File: config.mk
export PLATFORM = sky130hd
export DESIGN_NAME = dds_sweep_ctrl
export DESIGN_NICKNAME = d
export VERILOG_FILES = /design/src/rtl/dds_sweep_ctrl.sv
export SDC_FILE = /design/constraint.sdc
export NUM_CORES = 1
export LEC_CHECK = 0
export CORE_ASPECT_RATIO = 0.75
export CORE_MARGIN = 10
export CORE_UTILIZATION = 55
export DETAILED_ROUTE_END_ITERATION = 16
export GPL_ROUTABILITY_DRIVEN = 0
export HOLD_SLACK_MARGIN = 0.15
export PLACE_DENSITY_LB_ADDON = 0.1
export REMOVE_ABC_BUFFERS = 1
export SYNTH_ARGS = -nofsm -noshare
export SYNTH_HDL_FRONTEND = slang
export SYNTH_SLANG_ARGS = --single-unit
File: constraint.sdc
create_clock -name sys_clk -period 6.9 [get_ports sys_clk]
set_input_delay 2.07 -clock sys_clk [delete_from_list [all_inputs] [get_ports sys_clk]]
set_output_delay 2.07 -clock sys_clk [all_outputs]
set_load 0.1 [all_outputs]
File: src/rtl/dds_sweep_ctrl.sv
// Frequency-sweep sequencer feeding Fword/Pword of the DDS core (start -> stop in fixed steps, programmable dwell).
// Optional macro SWEEP_TRIANGLE_EN: continuous mode runs up and back down (triangle) instead of a sawtooth.
module dds_sweep_ctrl #(
  parameter int FW_W    = 32,
  parameter int PW_W    = 12,
  parameter int DWELL_W = 24
) (
  input  logic               sys_clk,
  input  logic               rst_n,
  input  logic [FW_W-1:0]    cfg_start_fw,
  input  logic [FW_W-1:0]    cfg_stop_fw,
  input  logic [FW_W-1:0]    cfg_step_fw,
  input  logic [DWELL_W-1:0] cfg_dwell,
  input  logic [PW_W-1:0]    cfg_pword,
  input  logic               cfg_cont,
  input  logic               start,
  input  logic               abort,
  output logic [FW_W-1:0]    Fword,
  output logic [PW_W-1:0]    Pword,
  output logic               busy,
  output logic               step_tick,
  output logic               sweep_done
);

  typedef enum logic [1:0] {IDLE, RUN, DONE} state_t;

  state_t             state, state_nxt;
  logic [FW_W-1:0]    start_r, stop_r, step_r, fw_nxt;
  logic [DWELL_W-1:0] dwell_r, cnt, cnt_nxt;
  logic [PW_W-1:0]    pw_nxt;
  logic               cont_r, cap, tick_nxt, degen;
`ifdef SWEEP_TRIANGLE_EN
  logic               dir, dir_nxt;
`endif

  // Upward step saturating at lim; sum is one bit wider so it never wraps.
  function automatic logic [FW_W-1:0] sat_up(input logic [FW_W-1:0] f,
                                             input logic [FW_W-1:0] inc,
                                             input logic [FW_W-1:0] lim);
    logic [FW_W:0] sum;
    sum = {1'b0, f} + {1'b0, inc};
    if (inc == '0 || sum >= {1'b0, lim}) sat_up = lim;
    else                                 sat_up = sum[FW_W-1:0];
  endfunction

`ifdef SWEEP_TRIANGLE_EN
  function automatic logic [FW_W-1:0] sat_dn(input logic [FW_W-1:0] f,
                                             input logic [FW_W-1:0] dec,
                                             input logic [FW_W-1:0] lim);
    if (dec == '0 || f <= lim || (f - lim) <= dec) sat_dn = lim;
    else                                           sat_dn = f - dec;
  endfunction
`endif

  // A start word at or above stop collapses the sweep to a single point.
  assign degen = (start_r >= stop_r);

  always_comb begin
    state_nxt = state;
    fw_nxt    = Fword;
    pw_nxt    = Pword;
    cnt_nxt   = cnt;
    tick_nxt  = 1'b0;
    cap       = 1'b0;
`ifdef SWEEP_TRIANGLE_EN
    dir_nxt   = dir;
`endif
    if (abort) begin
      state_nxt = IDLE;
    end else begin
      case (state)
        IDLE: begin
          if (start) begin
            cap       = 1'b1;
            fw_nxt    = cfg_start_fw;
            pw_nxt    = cfg_pword;
            cnt_nxt   = cfg_dwell;
            state_nxt = RUN;
`ifdef SWEEP_TRIANGLE_EN
            dir_nxt   = 1'b0;
`endif
          end
        end
        RUN: begin
          if (cnt != '0) begin
            cnt_nxt = cnt - DWELL_W'(1);
          end else begin
            cnt_nxt  = dwell_r;
            tick_nxt = 1'b1;
`ifdef SWEEP_TRIANGLE_EN
            if (degen) begin
              if (cont_r) fw_nxt = start_r;
              else begin state_nxt = DONE; tick_nxt = 1'b0; end
            end else if (!dir) begin
              if (Fword == stop_r) begin
                if (cont_r) begin
                  dir_nxt = 1'b1;
                  fw_nxt  = sat_dn(stop_r, step_r, start_r);
                end else begin
                  state_nxt = DONE;
                  tick_nxt  = 1'b0;
                end
              end else begin
                fw_nxt = sat_up(Fword, step_r, stop_r);
              end
            end else begin
              if (Fword == start_r) begin
                dir_nxt = 1'b0;
                fw_nxt  = sat_up(start_r, step_r, stop_r);
              end else begin
                fw_nxt  = sat_dn(Fword, step_r, start_r);
              end
            end
`else
            if (Fword == stop_r || degen) begin
              if (cont_r) fw_nxt = start_r;
              else begin state_nxt = DONE; tick_nxt = 1'b0; end
            end else begin
              fw_nxt = sat_up(Fword, step_r, stop_r);
            end
`endif
          end
        end
        DONE:    state_nxt = IDLE;
        default: state_nxt = IDLE;
      endcase
    end
  end

  always_ff @(posedge sys_clk or negedge rst_n) begin
    if (!rst_n) begin
      state      <= IDLE;
      Fword      <= '0;
      Pword      <= '0;
      cnt        <= '0;
      busy       <= 1'b0;
      step_tick  <= 1'b0;
      sweep_done <= 1'b0;
    end else begin
      state      <= state_nxt;
      Fword      <= fw_nxt;
      Pword      <= pw_nxt;
      cnt        <= cnt_nxt;
      busy       <= (state_nxt == RUN);
      step_tick  <= tick_nxt;
      sweep_done <= (state_nxt == DONE);
    end
  end

`ifdef SWEEP_TRIANGLE_EN
  always_ff @(posedge sys_clk or negedge rst_n) begin
    if (!rst_n) dir <= 1'b0;
    else        dir <= dir_nxt;
  end
`endif

  // Shadow copy of the configuration; only loaded on an accepted start.
  always_ff @(posedge sys_clk) begin
    if (cap) begin
      start_r <= cfg_start_fw;
      stop_r  <= cfg_stop_fw;
      step_r  <= cfg_step_fw;
      dwell_r <= cfg_dwell;
      cont_r  <= cfg_cont;
    end
  end

endmodule
==> run metrics, run 1 <==
count of input and output buffers 183; Reg clk slew, reported paths 0.08 ns; Via-to-Cell Ratio 6.231; Peak VDD IR 0.1905 mV; flop-to-flop setup slack 1.31 ns; Non-Filler Instances 1,507; crit path launch type flip-flop; total number of nets in the final design 1,470; HPWL Detailed 24.96 mm; simple-gate share of the synthesized area 12.57%; total setup violations reported at the end of the flow 0; number of slew-limit violations in the final report 0; final worst path period need 5.587 ns; fraction of synthesized cell area taken by the top area cell type 31.95%; Worst slew margin 29.15%; sequential fraction of the synthesis area 48.02%; GRT Overall Usage 25.15%; Horiz. Die Dim 186.0 µm; period utilization 80.97%; leading cell types in the layout, fill and taps excluded sky130_fd_sc_hd__clkdlybuf4s50_1 (182), sky130_fd_sc_hd__edfxtp_1 (121), sky130_fd_sc_hd__ha_1 (97); Routed WL 33.60 mm; CTS tree built; critical path launch point Fword[0]; layout cell share with drive strength beyond 1 5.929%; post-detailed-placement cell area 13,470 µm²; part of the total power dissipated in the clock network 22.8%; number of synthesized flops with an enable pin 121; first-pass detailed-route iteration total 6; Critical Path AT 5.92 ns; number of warning messages in the yosys log 0; most common cell after layout, fill and taps aside sky130_fd_sc_hd__clkdlybuf4s50_1; via count of the routed design 9,390; detailed router's first-iteration violation count 1,049; post-synthesis to final-layout area growth 23.55%; maxcap violations 0; maximum number of pins on one net before global-route repair 92; buffer type at the clock tree root sky130_fd_sc_hd__clkbuf_16; sink count of the clock tree 194; global-route wire length before repair 51.72 mm; count of different cell masters after synthesis 68; DRC Markers 0; height of the die 144.5 µm; Pwr per Cell Area 309.2 nW/µm²; buffer depth of the longest clock path 2; main combinational cell family by area after synthesis compound AO/OA/AOI/OAI gates; post-synth top area cell sky130_fd_sc_hd__edfxtp_1; number of synthesized register bits 194; reported net switching power 1803 µW; vias in the first global route 9,113; worst min-delay path category flip-flop to flip-flop; wire per inst 22.30 µm; Register-to-Register Path Depth 22; largest fanout on the critical path 15; remaining global-route overflow 0; complex-gate fraction of the synthesized area 16.88%; endpoint type of the worst setup path flip-flop; Fin. Hold Viols 0; Peak Freq 179.0 MHz; number of H-tree levels 4; reported leakage power 0.005650 µW; number of cells produced by synthesis 1,060; post-cts hold buffer count 0; top flip-flop cell by instance count after synthesis sky130_fd_sc_hd__edfxtp_1; Core Box Area 20,270 µm²; RSZ-0062 raised after global routing no; Top-Level Pins 184; placed instance count 1,474; worst clock skew 0.01180 ns; logic gate share of total power 42.5%; Worst R2R Start Fword[0]; Async SR Flop Fraction 37.63%; post-synth design cell area 11,370 µm²; Post-Synth XOR/XNOR Area 5.084%; crit path to Fword[25]; mux share of post-synthesis cell area 3.312%; Starting Density 56.10%; remaining number of nets flagged by the antenna check after routing 0; Avg Cell Area, Syn 10.73 µm²; # Post-CTS Setup Buffers 0; Critical Path RT 7.23 ns; transition time at the pin with the least slew margin 1.063 ns; cell internal pwr 2541 µW; later-pin clock latency in the skew report 0.45 ns; die area 26,890 µm²; Net Sw Frac 41.51%; design area 14,050 µm²; num rows 45; adder-cell share of the synthesized area 10.85%; number of buffers inserted during clock tree synthesis 17; Worst R2R End Fword[25]; CP Class flip-flop to flip-flop; result of the run completed; main area contributors after synthesis sky130_fd_sc_hd__edfxtp_1 (32%), sky130_fd_sc_hd__dfrtp_1 (16%), sky130_fd_sc_hd__ha_1 (11%), sky130_fd_sc_hd__xnor2_1 (4.0%), sky130_fd_sc_hd__a21oi_1 (3.6%); total of cells resized after clock tree synthesis 0; initial antenna violation count 1; Sequential Power Share 34.7%
state kept, by name (all words and copies together) (netlist names):
signal and flops:
state 2, cnt 24, stop_r 32, cont_r 1, step_tick 1, sweep_done 1
dwell_r 24, start_r 32, Pword 12, Fword 32, busy 1, step_r 32
power groups by stage:
stage                     Clock [µW]  Combinational [µW]  Sequential (µW)
after floorplan                    0                 883             1930
after CTS                       1010                1830             1500
after detailed placement           0                1810             1530
after global placement             0                1790             1520
final                            990                1850             1510
after global routing            1050                1980             1520
synthesized netlist by cell type (17+ instances only):
master	instances
sky130_fd_sc_hd__clkbuf_1	29
sky130_fd_sc_hd__inv_1	53
sky130_fd_sc_hd__a21oi_1	81
sky130_fd_sc_hd__and3_1	31
sky130_fd_sc_hd__nand2_1	67
sky130_fd_sc_hd__xnor2_1	52
sky130_fd_sc_hd__o21ai_0	77
sky130_fd_sc_hd__a21o_1	22
sky130_fd_sc_hd__edfxtp_1	121
sky130_fd_sc_hd__mux2i_1	23
sky130_fd_sc_hd__nor2_1	60
sky130_fd_sc_hd__nor4_1	18
sky130_fd_sc_hd__dfrtp_1	73
sky130_fd_sc_hd__ha_1	97
sky130_fd_sc_hd__nand4_1	28
sky130_fd_sc_hd__a221oi_1	18
sky130_fd_sc_hd__a211oi_1	17
logic make-up (layout without fill, tap and decap cells):
logic type                 count (synthesis)  in the layout
muxes                                     36             36
other                                      0              1
buffers and inverters                     92            280
adders and majority gates                 98             98
and+or+nand+nor                          274            274
AOI/OAI and AO/OA                        300            300
xor gates and xnor gates                  66             66
DFF                                      194            194
worst max-delay path: stages (launching register included):
cell                       delay [ns]
sky130_fd_sc_hd__dfrtp_1         0.44
sky130_fd_sc_hd__ha_1            0.26
sky130_fd_sc_hd__fa_1            0.44
sky130_fd_sc_hd__a211oi_1        0.38
sky130_fd_sc_hd__o211a_1         0.25
sky130_fd_sc_hd__o211ai_1        0.13
sky130_fd_sc_hd__a31oi_1         0.26
sky130_fd_sc_hd__buf_4           0.19
sky130_fd_sc_hd__o21a_1          0.17
sky130_fd_sc_hd__o21ai_0         0.17
sky130_fd_sc_hd__a21oi_1         0.22
sky130_fd_sc_hd__xnor2_1         0.21
sky130_fd_sc_hd__ha_1            0.31
sky130_fd_sc_hd__a21o_1          0.18
sky130_fd_sc_hd__a211oi_1        0.22
sky130_fd_sc_hd__o21ai_0         0.12
sky130_fd_sc_hd__a21oi_1         0.12
sky130_fd_sc_hd__and4_1          0.18
sky130_fd_sc_hd__and3_1          0.16
sky130_fd_sc_hd__buf_4           0.29
sky130_fd_sc_hd__nor2_2          0.18
sky130_fd_sc_hd__a221o_1         0.32
sky130_fd_sc_hd__a221o_1         0.26
worst min-delay path by stage:
stage	startpoint	slack, ns	end	cells after the start
2_1_floorplan	cnt[12]	0.45	cnt[12]	2
3_3_place_gp	cnt[14]	0.47	cnt[14]	2
3_5_place_dp	cnt[12]	0.48	cnt[12]	2
4_1_cts	cnt[12]	0.49	cnt[12]	2
5_1_grt	cnt[12]	0.52	cnt[12]	2
6_report	cnt[12]	0.49	cnt[12]	2
final cells by class:
cell class / instances / area (µm²)
Antenna cell: 1 / 2.502
Clock buffer: 18 / 429.2
Clock inverter: 14 / 145.1
Fill cell: 1529 / 6221
Inverter: 53 / 198.9
Multi-Input combinational cell: 774 / 5558
Sequential cell: 194 / 5460
Tap cell: 258 / 322.8
Timing Repair Buffer: 195 / 1932
metal layers:
layer / up-vias / track usage [%] / routed length (µm) / part of all wire, %
met5: - / 0 / 0 / 0
met4: 0 / 5.925 / 501 / 1.5
met3: 49 / 6.693 / 3496 / 10
met2: 470 / 37.20 / 14610 / 43
met1: 4504 / 35.90 / 15000 / 45
li1: 4367 / - / - / -
stage by stage:
stage / TNS (ns) / utilization [%] / hold WS, ns / total power (µW) / worst slack [ns]
final: 0 / 69.31 / 0.4928 / 4344 / 1.313
after CTS: 0 / 69.30 / 0.4930 / 4337 / 1.374
after floorplan: -1461.05 / - / 0.4508 / 2814 / -11.23
after detailed placement: 0 / 66.46 / 0.4756 / 3340 / 1.416
after global routing: 0 / 69.30 / 0.5202 / 4556 / 1.009
after global placement: 0 / 66.46 / 0.4666 / 3314 / 1.586
Note: power is estimated with default switching activity, not from simulation.
==> run 2, diff against run 1 <==
Clock period 6.9 ns to 5.7 ns, I/O delays scaled along.
==> run metrics, run 2 (same netlist as run 1, synthesis figures left out) <==
remaining global-route overflow 0 (unchanged); Non-Filler Instances 1,507 (unchanged); DRC Markers 0 (unchanged); buffer type at the clock tree root sky130_fd_sc_hd__clkbuf_16; die area 26,890 µm² (unchanged); Starting Density 56.10% (unchanged); global-route wire length before repair 51.72 mm (about the same); layout cell share with drive strength beyond 1 6.165% (+0.24 points); Critical Path AT 5.63 ns (-0.29 ns); result of the run completed; HPWL Detailed 24.67 mm (-1.2%); vias in the first global route 9,142 (+0.32%); CP Class flip-flop to flip-flop; period utilization 92.11% (+11 points); Worst slew margin 31.52% (+2.4 points); remaining number of nets flagged by the antenna check after routing 0 (unchanged); Peak Freq 190.5 MHz (+6.4%); worst-path cell chain ha_1, fa_1, a211oi_1, o211a_1, o211ai_1, a31oi_2, o21a_1, o21ai_0, a31oi_1, xnor2_1, ha_1, nand4_1, nor4_1, nand2_1, and4_1, and3_1, nor2_2, a221o_1, a221o_1; total number of nets in the final design 1,471 (+0.068%); Horiz. Die Dim 186.0 µm (unchanged); Via-to-Cell Ratio 6.296 (+1.0%); GRT Overall Usage 24.93% (-0.22 points); cell type of the slowest stage on the worst timing path sky130_fd_sc_hd__a31oi_2; num rows 45 (unchanged); reported leakage power 0.005669 µW (+0.34%); placed instance count 1,475 (+0.068%); largest stage delay on the critical path 0.45 ns (about the same); leading cell types in the layout, fill and taps excluded sky130_fd_sc_hd__clkdlybuf4s50_1 (182), sky130_fd_sc_hd__edfxtp_1 (121), sky130_fd_sc_hd__ha_1 (97); worst min-delay path category flip-flop to flip-flop; Top-Level Pins 184 (unchanged); Routed WL 33.63 mm (about the same); Peak VDD IR 0.2089 mV (+9.7%); wire per inst 22.32 µm (about the same); Critical Path RT 6.08 ns (-1.15 ns); worst clock skew 0.01350 ns (+0.001701 ns); maxcap violations 0 (unchanged); Pwr per Cell Area 376.4 nW/µm² (+22%); maximum number of pins on one net before global-route repair 84 (-8.7%); RSZ-0062 raised after global routing no; via count of the routed design 9,488 (+1.0%); detailed router's first-iteration violation count 980 (-6.6%); number of buffers inserted during clock tree synthesis 17 (unchanged); initial antenna violation count 0 (-1); cell family with most CP delay compound AO/OA/AOI/OAI gates; Reg clk slew, reported paths 0.08 ns (about the same); number of slew-limit violations in the final report 0 (unchanged); total setup violations reported at the end of the flow 0 (unchanged); transition time at the pin with the least slew margin 1.024 ns (-0.03873 ns); post-synthesis to final-layout area growth 23.95%; setup_tns 0 ns (unchanged); later-pin clock latency in the skew report 0.44 ns (about the same); endpoint type of the worst setup path flip-flop; number of H-tree levels 4 (unchanged); antenna cells 0 (-1); height of the die 144.5 µm (unchanged); buffering stage count on the worst path with inverters included 0 (-2); count of input and output buffers 183 (unchanged); first-pass detailed-route iteration total 5 (-1); sink count of the clock tree 194 (unchanged); buffer depth of the longest clock path 2 (unchanged); Fin. Hold Viols 0 (unchanged); crit path launch type flip-flop; CTS tree built; largest fanout on the critical path 8 (-7); final worst path period need 5.250 ns (-0.3369 ns); Core Box Area 20,270 µm² (unchanged); total power after layout 5306 µW (+22%); Worst Hold Slack 0.4928 ns (-0.000008000 ns); most common cell after layout, fill and taps aside sky130_fd_sc_hd__clkdlybuf4s50_1
-- run 2: where the power goes --
| group | leakage, µW | internal (µW) | switching, µW |
|---|---|---|---|
| sequential | 0.00202 | 1650 | 174 |
| clock | 0.000297 | 601 | 639 |
| combinational | 0.00335 | 802 | 1440 |
-- run 2: worst paths after layout --
| check | from | to | slack (ns) | cells after the start |
|---|---|---|---|---|
| max | Fword[0] | Fword[23] | 0.45 | 19 |
| min | cnt[12] | cnt[12] | 0.49 | 2 |
| max reg2reg | Fword[0] | Fword[23] | 0.45 | 19 |
| min reg2reg | cnt[12] | cnt[12] | 0.49 | 2 |
| max in group asynchronous | rst_n | Fword[0] | 3.47 | 2 |
| min in group asynchronous | rst_n | cnt[22] | 1.22 | 1 |
-- run 2: cell type report --
class,instances,area (µm²)
Inverter,53,198.9
Clock buffer,17,425.4
Clock inverter,15,183.9
Sequential cell,194,5460
Tap cell,258,322.8
Timing Repair Buffer,196,1939
Multi-Input combinational cell,774,5564
Fill cell,1568,6175
-- run 2: through the flow --
stage / instance area, µm² / setup slack [ns] / utilization, %
2_1_floorplan: 11200 / -12.07 / -
3_5_place_dp: 13480 / 0.4078 / 66.50
5_1_grt: 14090 / 0.1457 / 69.54
3_3_place_gp: 13480 / 0.5437 / 66.50
4_1_cts: 14090 / 0.3795 / 69.51
6_report: 14090 / 0.4500 / 69.54
-- run 2: worst register-to-register path, delay by kind of cell, from the launching register on --
family,cells,cell delay [ns]
fa+ha+maj,3,0.99
flops,1,0.42
simple gates,6,1.48
xor+xnor,1,0.12
compound gates,9,2.20
-- run 2: metal layers --
layer	GRT usage, %	wire, µm	vias to the layer above
met5	0	0	-
met1	34.87	14780	4626
met3	7.345	3520	45
met2	36.71	14730	442
met4	7.025	596	0
li1	-	-	4375
-- run 2: what timing repair did --
item	4_1_cts	5_1_grt
endpoints found under the hold margin	0	0
gates resized for setup	0	1
hold buffers	0	0
endpoints found under the setup margin	0	10
setup buffers	0	0
